**config.mk**
```make
export PLATFORM = sky130hd
export DESIGN_NAME = alu_writeback
export DESIGN_NICKNAME = d
export VERILOG_FILES = /design/src/rtl/alu_writeback.sv
export SDC_FILE = /design/constraint.sdc
export NUM_CORES = 1
export LEC_CHECK = 0
export BUFFER_PORTS_ARGS = -buffer_cell sky130_fd_sc_hd__buf_2
export CORE_ASPECT_RATIO = 1.2
export CORE_MARGIN = 2
export CORE_UTILIZATION = 25
export DETAILED_ROUTE_END_ITERATION = 12
export GPL_TIMING_DRIVEN = 1
export PLACE_DENSITY = 0.54
export SYNTH_ARGS = -nofsm -noshare
export SYNTH_HDL_FRONTEND = slang
export SYNTH_SLANG_ARGS = --single-unit
export TNS_END_PERCENT = 50
```
**constraint.sdc**
```tcl
create_clock -name clock -period 3.5 [get_ports clock]
set_input_delay 0.35 -clock clock [delete_from_list [all_inputs] [get_ports clock]]
set_output_delay 0.35 -clock clock [all_outputs]
set_load 0.02 [all_outputs]
```
**src/rtl/alu_writeback.sv**
```systemverilog
// alu_writeback: commits ALU results to the register file write port and owns SREG
module alu_writeback #(
  parameter logic [7:0] SREG_INIT = 8'h00,
  parameter logic [4:0] MUL_BASE  = 5'd0
) (
  input  logic        clock,
  input  logic        reset,
  input  logic        in_valid,
  output logic        in_ready,
  input  logic [4:0]  mode,
  input  logic [4:0]  dst,
  input  logic [7:0]  res8,
  input  logic [15:0] res16,
  input  logic [7:0]  flags,
  input  logic        sreg_we,
  input  logic [7:0]  sreg_wdata,
  output logic        rf_we,
  output logic [4:0]  rf_addr,
  output logic [7:0]  rf_data,
  output logic [7:0]  sreg,
  output logic        busy
);
  typedef enum logic {IDLE, HIGH} state_t;
  state_t     state_q, state_d;
  logic       rf_we_q, rf_we_d;
  logic [4:0] rf_addr_q, rf_addr_d, hi_addr_q, hi_addr_d, base;
  logic [7:0] rf_data_q, rf_data_d, sreg_q, sreg_d, hi_data_q, hi_data_d;
  logic       accept, w8f, w8, fo, w16d, w16m, w16;
  assign in_ready = state_q == IDLE;
  assign busy     = state_q == HIGH;
  assign accept   = in_valid & in_ready;
  assign rf_we    = rf_we_q;
  assign rf_addr  = rf_addr_q;
  assign rf_data  = rf_data_q;
  assign sreg     = sreg_q;
  assign w8f  = mode inside {5'd2, 5'd3, [5'd6:5'd10], [5'd12:5'd13], [5'd15:5'd19]};
  assign w8   = mode inside {5'd0, 5'd14, 5'd22};
  assign fo   = mode inside {5'd1, 5'd5, 5'd11};
  assign w16d = mode inside {5'd20, 5'd21};
  assign w16m = mode inside {[5'd23:5'd25]};
  assign w16  = w16d | w16m;
  assign base = w16m ? MUL_BASE : dst;
  always_comb begin
    state_d   = state_q;
    rf_we_d   = 1'b0;
    rf_addr_d = rf_addr_q;
    rf_data_d = rf_data_q;
    sreg_d    = sreg_q;
    hi_addr_d = hi_addr_q;
    hi_data_d = hi_data_q;
    if (state_q == HIGH) begin
      state_d   = IDLE;
      rf_we_d   = 1'b1;
      rf_addr_d = hi_addr_q;
      rf_data_d = hi_data_q;
    end else if (accept) begin
      rf_we_d   = w8 | w8f | w16;
      rf_addr_d = base;
      rf_data_d = w16 ? res16[7:0] : res8;
      sreg_d    = (w8f | fo | w16) ? flags : sreg_q;
      hi_addr_d = w16 ? base + 5'd1 : hi_addr_q;
      hi_data_d = w16 ? res16[15:8] : hi_data_q;
      state_d   = w16 ? HIGH : IDLE;
    end
    // I/O writes to SREG take priority over flags from the ALU
    if (sreg_we) sreg_d = sreg_wdata;
  end
  always_ff @(posedge clock or posedge reset) begin
    if (reset) begin
      state_q   <= IDLE;
      rf_we_q   <= 1'b0;
      rf_addr_q <= 5'd0;
      rf_data_q <= 8'h00;
      sreg_q    <= SREG_INIT;
      hi_addr_q <= 5'd0;
      hi_data_q <= 8'h00;
    end else begin
      state_q   <= state_d;
      rf_we_q   <= rf_we_d;
      rf_addr_q <= rf_addr_d;
      rf_data_q <= rf_data_d;
      sreg_q    <= sreg_d;
      hi_addr_q <= hi_addr_d;
      hi_data_q <= hi_data_d;
    end
  end
endmodule
```
==> metrics.txt <==
flops & latches, synth=36; number of synthesized flops with an enable pin=0; Netlist cell types=34; Pins Over Slew Limit=0; clock-pin transition on the worst setup and hold timing paths=0.08 ns; Die Span Y=96.3 µm; Mean Syn Cell Area=11.6 µm²; fin crit share=0.623; Worst R2R Path Depth=4; ant diodes=0; clock sink count=36; top_reg_cell synth=dfrtp_1; Antenna Nets Post-Route=0; Clk pwr share=0.269; unrepaired setup endpoints after global routing=false; Post-DP HPWL=3360 µm; cts repair resizes=0; buffer and inverter count on the worst path=1; Syn. warnings=0; Slew HR=0.556; max incr delay on CP=0.60 ns; largest net degree at the start of global routing=37; TritonRoute pass-1 iters=4; Post-CTS Hold Fix Bufs=0; area grow syn2layout=30.8%; Gate Count Post-Synth=153; Crit path max-delay family=flip-flops; Worst Tran Pin Value=0.666 ns; via count=1461; Die X-Extent=81.0 µm; gr ovfl total=0; Num CTS Buffers=5; status=finished, final reports clean; syn nets=208; Internal=756 µW; CP startpoint kind=flop; fin nets=286; final setup fails=0; setup bufs post-CTS=0; Hold WS=0.145 ns; total negative slack=0 ns; total power density per cell area=464 nW/µm²; CP max-delay cell=dfrtp_1; final WL=4320 µm; drc violations=0; placed insts=311; sequential power share=0.491; I/O pin cnt=78; Fmax=0.458 GHz; # port buffers=77; Core Footprint=6850 µm²; Initial DRC Count=109; H-tree levels=2; layout cell share with drive strength beyond 1=0.483; gpl congestion=0.732; Final Hold Fails=0; fin cells=319; antenna violations before repair=0; Initial Util=0.259; sequential area share after synthesis=0.507; cells along the critical path=clkinv_1 > nand2_1 > a2111oi_4 > mux2_2; Critical Path RT=3.67 ns; total die area=7800 µm²; Tightest Hold Check Type=in -> async; critical path depth=4; routed len/inst=13.5 µm; vias in the first global route=1477; first-pass GRT wire length=7100 µm; Crit Path Class=reg -> reg; crit path max fanout=18; post-synthesis async set-or-reset flop share=1.00; row count=33; Vias/cell=4.58; clk buf depth=2; crit end category=flop; leak pwr=1.13 nW; worst vdd ir=0.188 mV; Worst EP arrival=2.35 ns; post-route minimum period=2.18 ns; sw power=321 µW; CTS tree=built; later-pin clock latency in the skew report=0.29 ns; switching power share of the total=0.298; synthesized area=1780 µm²; Setup Skew=0.00801 ns; clock root buffer=clkbuf_8; total track usage=0.123; combinational share of power=0.240; number of max-cap violations=0
power groups by stage:
stage,sequential [mW],combinational [mW],clock [mW]
6_report,0.529,0.258,0.290
3_5_place_dp,0.539,0.263,0
4_1_cts,0.531,0.264,0.300
3_3_place_gp,0.537,0.261,0
2_1_floorplan,0.570,0.131,0
5_1_grt,0.541,0.289,0.326
worst paths after layout:
path                                    from      endpoint  slack (ns)
worst max-delay path                    busy       sreg[0]        1.32
worst min-delay path                   reset       sreg[7]        0.15
worst max register to register          busy       sreg[0]        1.32
worst min register to register  hi_data_q[7]    rf_data[7]        0.51
max in group asynchronous              reset  hi_addr_q[2]        3.02
min in group clock                  flags[6]       sreg[6]        0.29
layout make-up:
cell class              instances  area, µm²
clock buffers                   7       76.3
clock inverters                 1       8.76
fillers                       744       4530
inverters                       5       18.8
multi-input cells             105        817
flip-flops and latches         36        901
well taps                      87        109
repair buffers                 78        393
layout by cell type (no fill, tap or decap), types with 3 or more instances in the layout:
cell type,netlist,routed
a21oi_1,8,8
a22oi_1,8,8
a2bb2oi_1,3,3
buf_2,2,77
clkbuf_8,0,5
dfrtp_1,36,36
inv_1,4,4
mux2_2,25,25
mux2i_1,8,8
nand2_1,9,9
nand3_1,6,6
nor2_1,5,5
o21ai_0,11,11
Yosys cell counts, types with 2 or more instances:
master     instances  area, µm²
mux2i_1            8       80.1
xor2_1             2       17.5
inv_1              4       15.0
dfrtp_1           36        901
clkbuf_1           2       7.51
nor2_1             5       18.8
and2_1             2       12.5
buf_2              2       10.0
a22oi_1            8       60.1
mux2_2            25        282
nand2_1            9       33.8
a2bb2oi_1          3       26.3
a21oi_1            8       40.0
o21ai_0           11       55.1
nand3_1            6       30.0
buf_4              3       22.5
o22ai_1            2       12.5
worst min-delay path, stage by stage:
cell   delay (ns)
buf_2        0.10
inv_1        0.04
buf_4        0.38
routing by layer:
metal  GRT usage  share of wire  wire length, µm
met1       0.164           0.46             1970
met2       0.190           0.47             2030
met3      0.0347          0.059              256
met4      0.0424          0.015               64
met5           0              0                0
through the flow:
stage / total power, mW / worst slack (ns) / area, µm² / utilization
6_report: 1.08 / 1.32 / 2320 / 0.339
5_1_grt: 1.16 / 1.11 / 2320 / 0.339
4_1_cts: 1.09 / 1.29 / 2320 / 0.339
3_5_place_dp: 0.802 / 1.28 / 2240 / 0.327
3_3_place_gp: 0.798 / 1.32 / 2240 / 0.327
2_1_floorplan: 0.701 / 1.58 / 1780 / -
logic make-up (layout without fill, tap and decap cells):
family / Yosys count / in the layout / synth area share
AOI/OAI and AO/OA: 40 / 40 / 0.156
DFF: 36 / 36 / 0.507
and+or+nand+nor: 28 / 28 / 0.0789
muxes: 33 / 33 / 0.204
xor gates and xnor gates: 3 / 3 / 0.0148
buffers and inverters: 12 / 91 / 0.0331
adders and majority gates: 1 / 1 / 0.00704
registers in the layout, indices dropped and copies added, names as in the netlist:
| register | count |
|---|---|
| rf_data | 8 |
| rf_we | 1 |
| hi_data_q | 8 |
| rf_addr | 5 |
| hi_addr_q | 5 |
| busy | 1 |
| sreg | 8 |
Note: power is estimated with default switching activity, not from simulation.
